$ cat config.mk
export PLATFORM = sky130hd
export DESIGN_NAME = object_kinematics
export DESIGN_NICKNAME = d
export VERILOG_FILES = /design/src/rtl/kin_pkg.sv /design/src/rtl/axis_step.sv /design/src/rtl/object_kinematics.sv
export SDC_FILE = /design/constraint.sdc
export NUM_CORES = 1
export LEC_CHECK = 0
export BUFFER_PORTS_ARGS = -buffer_cell sky130_fd_sc_hd__clkbuf_2
export CAP_MARGIN = 10
export CORE_MARGIN = 2
export CORE_UTILIZATION = 24
export CTS_BUF_LIST = sky130_fd_sc_hd__clkbuf_16
export CTS_CLUSTER_DIAMETER = 50
export DETAILED_ROUTE_END_ITERATION = 8
export GPL_TIMING_DRIVEN = 0
export PLACE_DENSITY_LB_ADDON = 0.2
export REMOVE_ABC_BUFFERS = 1
export SYNTH_ARGS = -nofsm -noshare
export SYNTH_HDL_FRONTEND = slang
export SYNTH_SLANG_ARGS = --single-unit
$ cat constraint.sdc
create_clock -name clk -period 6 [get_ports clk]
set_clock_uncertainty 0.15 [all_clocks]
set_input_delay 1.2 -clock clk [delete_from_list [all_inputs] [get_ports clk]]
set_output_delay 1.2 -clock clk [all_outputs]
set_load 0.05 [all_outputs]
$ cat src/rtl/kin_pkg.sv
// rtl/kin_pkg.sv - shared state, mode and scan-code encodings for object_kinematics
package kin_pkg;

    typedef enum logic {
        ST_IDLE = 1'b0,
        ST_FLY  = 1'b1
    } kin_state_e;

    localparam int MODE_BOUNCE = 0;
    localparam int MODE_FALL   = 1;

    localparam logic [7:0] KEY_UP    = 8'h1D;
    localparam logic [7:0] KEY_DOWN  = 8'h1B;
    localparam logic [7:0] KEY_LEFT  = 8'h1C;
    localparam logic [7:0] KEY_RIGHT = 8'h23;

endpackage

$ cat src/rtl/axis_step.sv
// rtl/axis_step.sv - one axis of motion: add velocity, clamp to [0, LIM-size], reflect or flag exit
module axis_step #(
    parameter int PW  = 10,
    parameter int VW  = 6,
    parameter int AW  = 12,
    parameter int LIM = 640
) (
    input  logic        [PW-1:0] pos_i,
    input  logic signed [VW-1:0] vel_i,
    input  logic        [PW-1:0] size_i,
    input  logic                 hi_exit_i,
    output logic        [PW-1:0] pos_o,
    output logic signed [VW-1:0] vel_o,
    output logic                 reflect_o,
    output logic                 exit_o
);

    localparam logic signed [VW-1:0] VMAX = {1'b0, {(VW-1){1'b1}}};
    localparam logic signed [VW-1:0] VMIN = {1'b1, {(VW-1){1'b0}}};

    logic signed [AW-1:0] nxt;
    logic signed [AW:0]   nxt_ext;
    logic signed [AW:0]   nxt_end;
    logic signed [AW:0]   size_s;
    logic signed [AW:0]   lim;
    logic signed [AW:0]   hi_pos;
    logic signed [VW-1:0] neg_vel;

    assign nxt     = $signed({{(AW-PW){1'b0}}, pos_i}) + $signed({{(AW-VW){vel_i[VW-1]}}, vel_i});
    assign nxt_ext = {nxt[AW-1], nxt};
    assign size_s  = $signed({{(AW+1-PW){1'b0}}, size_i});
    assign lim     = (AW+1)'(LIM);
    assign nxt_end = nxt_ext + size_s;
    // An object at least as large as the screen is pinned to the origin.
    assign hi_pos  = (size_s >= lim) ? '0 : lim - size_s;
    // Negating the most-negative code would wrap; saturate instead.
    assign neg_vel = (vel_i == VMIN) ? VMAX : -vel_i;

    always_comb begin
        pos_o     = nxt[PW-1:0];
        vel_o     = vel_i;
        reflect_o = 1'b0;
        exit_o    = 1'b0;
        if (nxt[AW-1]) begin
            pos_o     = '0;
            vel_o     = neg_vel;
            reflect_o = 1'b1;
        end else if (hi_exit_i) begin
            exit_o = (nxt_ext >= lim);
        end else if (nxt_end > lim) begin
            pos_o     = hi_pos[PW-1:0];
            vel_o     = neg_vel;
            reflect_o = 1'b1;
        end
    end

endmodule

$ cat src/rtl/object_kinematics.sv
// rtl/object_kinematics.sv - launched object with gravity, edge bounce/exit and keyboard steering
module object_kinematics
    import kin_pkg::*;
#(
    parameter int XW    = 10,
    parameter int YW    = 9,
    parameter int VW    = 6,
    parameter int SCR_W = 640,
    parameter int SCR_H = 480,
    parameter int GRAV  = 1,
    parameter int MODE  = 0
) (
    input  logic                 clk,
    input  logic                 rst,
    input  logic                 move_tick,
    input  logic                 launch_valid,
    output logic                 launch_ready,
    input  logic        [XW-1:0] launch_x,
    input  logic        [YW-1:0] launch_y,
    input  logic signed [VW-1:0] launch_vx,
    input  logic signed [VW-1:0] launch_vy,
    input  logic        [XW-1:0] obj_w,
    input  logic        [YW-1:0] obj_h,
    input  logic                 key_valid,
    input  logic        [7:0]    key_code,
    output logic        [XW-1:0] pos_x,
    output logic        [YW-1:0] pos_y,
    output logic signed [VW-1:0] vel_x,
    output logic signed [VW-1:0] vel_y,
    output logic                 active,
    output logic                 bounce,
    output logic                 exited
);

    localparam int AW     = ((XW > YW) ? XW : YW) + 2;
    localparam int VMAX_I = (1 << (VW-1)) - 1;
    localparam logic signed [VW-1:0] VMAX = {1'b0, {(VW-1){1'b1}}};
    localparam logic signed [VW-1:0] VMIN = {1'b1, {(VW-1){1'b0}}};
    localparam logic signed [VW-1:0] VNEG = {1'b1, {(VW-2){1'b0}}, 1'b1};

    kin_state_e           state_q, state_d;
    logic        [XW-1:0] pos_x_q, pos_x_d;
    logic        [YW-1:0] pos_y_q, pos_y_d;
    logic signed [VW-1:0] vel_x_q, vel_x_d;
    logic signed [VW-1:0] vel_y_q, vel_y_d;
    logic                 bounce_q, bounce_d;
    logic                 exited_q, exited_d;

    logic        [XW-1:0] x_pos;
    logic        [YW-1:0] y_pos;
    logic signed [VW-1:0] x_vel, y_vel, vy_grav, vx_t, vy_t;
    logic                 x_refl, y_refl, x_exit, y_exit;
    logic signed [31:0]   vy_wide;

    function automatic logic signed [VW-1:0] abs_sat(input logic signed [VW-1:0] v);
        if (v == VMIN) return VMAX;
        if (v[VW-1])   return -v;
        return v;
    endfunction

    axis_step #(.PW(XW), .VW(VW), .AW(AW), .LIM(SCR_W)) u_axis_x (
        .pos_i     (pos_x_q),
        .vel_i     (vel_x_q),
        .size_i    (obj_w),
        .hi_exit_i (1'b0),
        .pos_o     (x_pos),
        .vel_o     (x_vel),
        .reflect_o (x_refl),
        .exit_o    (x_exit)
    );

    axis_step #(.PW(YW), .VW(VW), .AW(AW), .LIM(SCR_H)) u_axis_y (
        .pos_i     (pos_y_q),
        .vel_i     (vel_y_q),
        .size_i    (obj_h),
        .hi_exit_i (MODE == MODE_FALL),
        .pos_o     (y_pos),
        .vel_o     (y_vel),
        .reflect_o (y_refl),
        .exit_o    (y_exit)
    );

    assign vy_wide = 32'(vel_y_q) + GRAV;
    assign vy_grav = (vy_wide > VMAX_I)  ? VMAX :
                     (vy_wide < -VMAX_I) ? VNEG : $signed(vy_wide[VW-1:0]);

    always_comb begin
        state_d  = state_q;
        pos_x_d  = pos_x_q;
        pos_y_d  = pos_y_q;
        vel_x_d  = vel_x_q;
        vel_y_d  = vel_y_q;
        bounce_d = 1'b0;
        exited_d = 1'b0;
        vx_t     = vel_x_q;
        vy_t     = vel_y_q;
        case (state_q)
            ST_IDLE: begin
                if (launch_valid) begin
                    pos_x_d = launch_x;
                    pos_y_d = launch_y;
                    vel_x_d = launch_vx;
                    vel_y_d = launch_vy;
                    state_d = ST_FLY;
                end
            end
            ST_FLY: begin
                if (move_tick && (x_exit || y_exit)) begin
                    state_d  = ST_IDLE;
                    exited_d = 1'b1;
                end else begin
                    if (move_tick) begin
                        pos_x_d  = x_pos;
                        pos_y_d  = y_pos;
                        vx_t     = x_vel;
                        // A reflection on y replaces the gravity update for that tick.
                        vy_t     = y_refl ? y_vel : vy_grav;
                        bounce_d = x_refl | y_refl;
                    end
                    if (key_valid) begin
                        case (key_code)
                            KEY_UP:    vy_t = -abs_sat(vy_t);
                            KEY_DOWN:  vy_t = abs_sat(vy_t);
                            KEY_LEFT:  vx_t = -abs_sat(vx_t);
                            KEY_RIGHT: vx_t = abs_sat(vx_t);
                            default:   ;
                        endcase
                    end
                    vel_x_d = vx_t;
                    vel_y_d = vy_t;
                end
            end
            default: state_d = ST_IDLE;
        endcase
    end

    always_ff @(posedge clk) begin
        if (rst) begin
            state_q  <= ST_IDLE;
            pos_x_q  <= '0;
            pos_y_q  <= '0;
            vel_x_q  <= '0;
            vel_y_q  <= '0;
            bounce_q <= 1'b0;
            exited_q <= 1'b0;
        end else begin
            state_q  <= state_d;
            pos_x_q  <= pos_x_d;
            pos_y_q  <= pos_y_d;
            vel_x_q  <= vel_x_d;
            vel_y_q  <= vel_y_d;
            bounce_q <= bounce_d;
            exited_q <= exited_d;
        end
    end

    assign launch_ready = (state_q == ST_IDLE);
    assign active       = (state_q == ST_FLY);
    assign pos_x        = pos_x_q;
    assign pos_y        = pos_y_q;
    assign vel_x        = vel_x_q;
    assign vel_y        = vel_y_q;
    assign bounce       = bounce_q;
    assign exited       = exited_q;

endmodule

* After elaboration in Yosys (flattened, before gate mapping)
Index checks and enable logic that the tools add are counted.
** Storage, ports and cells
- Register bits after elaboration :: 33
- Input bits :: 63
- Output and inout bits :: 35
- Logic and storage cells :: 129
** Cells by class
- Add/sub/neg operators :: 13
- Order comparisons :: 6
- Equal/unequal tests :: 10
- Mux-type cells :: 89
- Bitwise logic cells :: 3
- Reduce and logical (&&, ||, !) cells :: 2
** Operators with widths (number)
- $mux W6 :: 35
- $mux W10 :: 5
- $pmux W6 S2 :: 4
- $mux W9 :: 5
- $mux W1 :: 37
- $neg A6 Y6 :: 6
- $eq A6 B6 Y1 const B :: 4
- $eq A8 B5 Y1 const B :: 3
- $pmux W10 S2 :: 1
- $pmux W9 S2 :: 1
- $add A12 B11 Y13 :: 1
- $gt A13 B10 Y1 const B :: 1
- $gt A13 B11 Y1 const B :: 1
- $add A11 B10 Y12 :: 1
- $add A11 B6 Y12 :: 1
- $add A10 B6 Y11 :: 1
- $ge A10 B10 Y1 const B :: 1
- $sub A10 B10 Y10 const A :: 1
- $ge A9 B9 Y1 const B :: 1
- $sub A9 B9 Y9 const A :: 1
- $eq A8 B6 Y1 const B :: 1
- $add A6 B2 Y7 const B :: 1
- $gt A7 B6 Y1 const B :: 1
- $lt A7 B6 Y1 const B :: 1
- 6 further kinds :: 8

* Depth between registers and ports, before layout
- Word-level depth :: 26
- Gate-level depth with buffers :: 25
- Gate-level depth less buffers :: 25

* Modules after synthesis
From an unflattened synthesis, not the netlist that was laid out.
** Second synthesis, totals
- Cell total of the unflattened synthesis :: 783
- Area, all modules :: 5898.2 um^2
** Modules (own cells, without submodules)
- object_kinematics :: times used 1, cells an instance 361, area an instance 2808.9 um^2, seq. area each 680.7 um^2
- axis_step (u_axis_x) :: times used 1, cells an instance 214, area an instance 1592.8 um^2, seq. area each 0.0 um^2
- axis_step (u_axis_y) :: times used 1, cells an instance 208, area an instance 1496.4 um^2, seq. area each 0.0 um^2

* Worst setup path after synthesis
Ideal clock, no wire load.
- Path type :: reg2reg
- From :: register vel_y_q[0] (netlist: vel_y[0])
- To :: register vel_y_q[4] (netlist: vel_y[4])
- Library setup time :: 0.167 ns
- Arrival :: 5.539 ns
- Data required time :: 5.683 ns
- Slack :: 0.144 ns
- Cell stages (with the launch flop) :: 25
- Path buffers :: 1
- Period minus slack after synthesis :: 5.856 ns
- Cells stage by stage :: dfxtp_1 -> ha_1 -> fa_1 -> a211o_1 -> a21o_1 -> a21oi_1 -> xnor2_1 -> ha_1 -> a21oi_1 -> o211a_1 -> o21bai_1 -> a221o_1 -> or4_1 -> nand3_1 -> mux2i_1 -> clkbuf_1 -> nand3_1 -> o21a_1 -> nand2_1 -> ha_1 -> nor3_1 -> a41oi_1 -> o211ai_1 -> a311oi_1 -> a211oi_1
** Between the ends
- Longest elaborated chain between the ends :: 22
- Elaborated cells on any way between the ends :: 48
- Those cells by class :: 6 x add/sub; 3 x order compare; 2 x eq/ne; 37 x mux
** Ends and longest elaborated chain
- from (decl) :: RTL line object_kinematics.sv:45 : logic signed [VW-1:0] vel_y_q, vel_y_d;
- from (signal assigned) :: RTL line object_kinematics.sv:151 : vel_y_q <= vel_y_d;
- $add A10 B6 Y11 :: RTL line axis_step.sv:29 : assign nxt = $signed({{(AW-PW){1'b0}}, pos_i}) + $signed({{(AW-VW){vel_i[VW-1]}}, vel_i});
- $add A11 B10 Y12 :: RTL line axis_step.sv:33 : assign nxt_end = nxt_ext + size_s;
- $gt A13 B10 Y1 :: RTL line axis_step.sv:50 : end else if (nxt_end > lim) begin
- $mux W6 or $mux W1 (tied branches) :: RTL line axis_step.sv:50
- $mux W6 or $mux W1 (tied branches) :: RTL line axis_step.sv:44 : if (nxt[AW-1]) begin
- $mux W6 :: RTL line object_kinematics.sv:117 : vy_t = y_refl ? y_vel : vy_grav;
- $mux W6 (*) :: RTL line object_kinematics.sv:112 : if (move_tick) begin
- $mux W6 (*) :: RTL line object_kinematics.sv:97 : case (state_q)
- parallel branches: the longest is 12 deep, another holds $neg A6 Y6
- $mux W6 (*) :: RTL line object_kinematics.sv:120 : if (key_valid) begin
- $pmux W6 S2 (*) :: RTL line object_kinematics.sv:97
Mark *: on every way between the ends. The select of a mux whose other input is x is not followed.
A chain may end at the register's enable or synchronous reset.

* Worst setup path after layout
Ends and elaborated chain as after synthesis.

==> reports/results.ini <==
[run_status]
status=complete, no violations

[power_and_ir_drop]
p_clk_frac=0.116
power_frac_seq=0.140
p_leak_uw=0.002846
swShare=0.5176
power_density_mw_per_mm2=323.7
combPwrFrac=0.744
p_int_uw=1059
ir_drop_mv=0.1458
p_switching_uw=1136

[timing]
holdWs_ns=0.3818
setup_tns_ns=0
hold_violations=0
worst-slew-pin-transition_ns=1.241
grt_setup_unrepaired=true
max_freq_ghz=0.1767
relSlewSlack=0.1652
finalSetupViolCount=0
setup_slack_ns=0.3411
layout_worst_path_cycle_share=0.9432
min_period_ns=5.659
finalMaxSlewViolations=0

[routing]
drt-total-wl_mm=19.03
drtAntennaViolNets=0
dr.pass1.iters=4
vias=5958
drc=0
drt_iter0_markers=377
viasPerCell=5.199
wl_per_cell_um=16.60

[cts]
holdBufCountCts=0
cts-root-buf=clkbuf_16
clk_pin_slew_ns=0.06
clock_sinks=33
htree_levels=2
cts_buffers=5
clk_latency_ns=0.28
cts.path.max_buffers=2
cts_tree=done

[synthesis]
ys_async_sr_fraction=0
netlist_top_cells_area=dfxtp_1 12%, ha_1 11%, nor2_1 4.9%, a211oi_1 4.8%, xnor2_1 4.2%
synth_seq_cells=33
syn_inst=738
syn_area_per_cell_um2=7.638
ys_types=93
syn_area_mm2=0.005637
yosysSeqAreaShare=0.1172
synth_edf_count=0
yosysWarnings=0
synth_commonest_cells=74 x nor2_1, 50 x ha_1, 44 x a21oi_1, 37 x inv_1, 36 x a211oi_1
synth.most_common_cell=nor2_1
synth_area_leader_cell=dfxtp_1
yosys.area.top_type_share=0.1172
synth_ff_type=dfxtp_1

[placement]
port_buffers=96
post-place-ws_ns=-0.7184
place.gp.congestion=0.8522
dpl.hpwl_mm=14.97

[finish]
n_antenna_cell=0
num-fill-cells=2623
syn2layout_area_growth_pct=20.33
final_nets=944
drive_gt1_frac=0.2249
final_core_util=0.2916

[global_routing]
grt_max_degree=39
grt_pass1_vias=5730
grt_util_all_layers=0.1523
antenna_found_initial=0
grt_pass1_wl_mm=30.36
globalRouteOverflowTotal=0

[floorplan]
die_h_um=157.3
ios=98
num_rows=56
fp.coreArea_mm2=0.02326
start_util=0.2423
design.die.area_mm2=0.02473
die_w_um=157.3

[setup_path]
crit_required_ns=5.97
endpoint_kind=register
path_max_fanout=9
crit_path_start_kind=register
timing_worst_setup_path_type=register to register
arrival_ns=5.63

[hold_path]
min_path_type=register to register

[run]
cap_violations=0

==> stage by stage <==
stage | power, uW | instance area (um^2) | cells
6_report | 2195 | 6783 | 1146
3_5_place_dp | 1810 | 6410 | 1124
2_1_floorplan | 1457 | 5519 | 709
3_3_place_gp | 1812 | 6399 | 1124
4_1_cts | 2117 | 6623 | 1136
5_1_grt | 2381 | 6783 | 1146
==> power by group through the flow <==
stage	Combinational [uW]	Clock (uW)	Sequential [uW]
after floorplan	1090	0	369
after detailed placement	1500	0	311
after global placement	1500	0	313
after global routing	1800	269	312
after CTS	1550	264	307
final	1630	255	307
==> sequential cells by signal (all words and copies together), names as in the netlist <==
signal	flops
active	1
vel_y	6
bounce	1
pos_x	10
vel_x	6
pos_y	9
==> path summary, 6_finish.rpt <==
check,start,end,slack (ns),cells after the start
setup reg to reg,vel_y[0],vel_y[4],0.34,24
setup / recovery,vel_y[0],vel_y[4],0.34,24
hold / removal,pos_y[0],pos_y[0],0.38,2
hold reg to reg,pos_y[0],pos_y[0],0.38,2
==> routing by layer <==
layer	global-route usage	wire length, um
met1	0.2030	8922
met2	0.2581	8941
met3	0.01101	638
met4	0.05411	523
met5	0	0
==> kinds of logic (layout without fill, tap and decap cells) <==
kind of cell,count (synthesis),after routing,synth area share
adder cells (fa/ha/maj),54,54,0.1252
AO/OA/AOI/OAI,280,280,0.3758
other,1,1,0.0006653
XOR/XNOR,40,40,0.06215
multiplexers,26,26,0.04928
flip-flops,33,33,0.1172
AND/OR/NAND/NOR,238,238,0.2242
buffers and inverters,66,155,0.04551
==> worst max-delay path: stages, from the launching register on <==
cell and delay, ns:
dfxtp_2 0.40, ha_2 0.23, fa_2 0.37, a211o_1 0.29
a21o_1 0.17, a21oi_2 0.17, xnor2_2 0.17, ha_1 0.28
o21ai_1 0.07, nand2b_1 0.10, a31oi_4 0.25, o2111ai_2 0.17
or4b_4 0.58, a21oi_4 0.28, mux2i_4 0.27, and2_1 0.21
nand3_1 0.09, o21a_1 0.14, nand2_1 0.09, ha_2 0.23
nor3_1 0.07, a41oi_1 0.17, o211ai_1 0.11, a311oi_1 0.31
a211oi_1 0.09
==> cell type report <==
class / count / area [um^2] / share of cell area
clock inverter: 2 / 7.507 / 0.001107
tap: 319 / 399.1 / 0.05885
sequential: 33 / 669.4 / 0.09869
timing repair buffer: 111 / 593.1 / 0.08744
inverter: 37 / 138.9 / 0.02048
clock buffer: 5 / 125.1 / 0.01845
multi-input combinational: 639 / 4850 / 0.7150
==> cells in the final DEF, fill, tap and decap left out, types with 12 or more instances in the layout <==
cell,Yosys,final
clkbuf_2,0,96
nor2_1,74,73
ha_1,50,47
a21oi_1,44,43
inv_1,37,38
nand2_1,33,33
a211oi_1,36,33
o21ai_0,33,31
xnor2_1,27,26
nand3_1,27,26
dfxtp_1,33,26
a22oi_1,19,19
nor3_1,18,18
mux2i_1,18,16
buf_4,1,15
nand2b_1,14,14
o21a_1,14,14
a21o_1,13,13
a31oi_1,13,13
xor2_1,13,13
o21ai_1,12,12
==> repair_timing <==
action | CTS | global route
buffers inserted | 5 | 10
gates resized for setup | 7 | 22
pin swaps | 2 | 9
setup endpoints to repair | 3 | 15
Power figures use the tool's default switching activity.
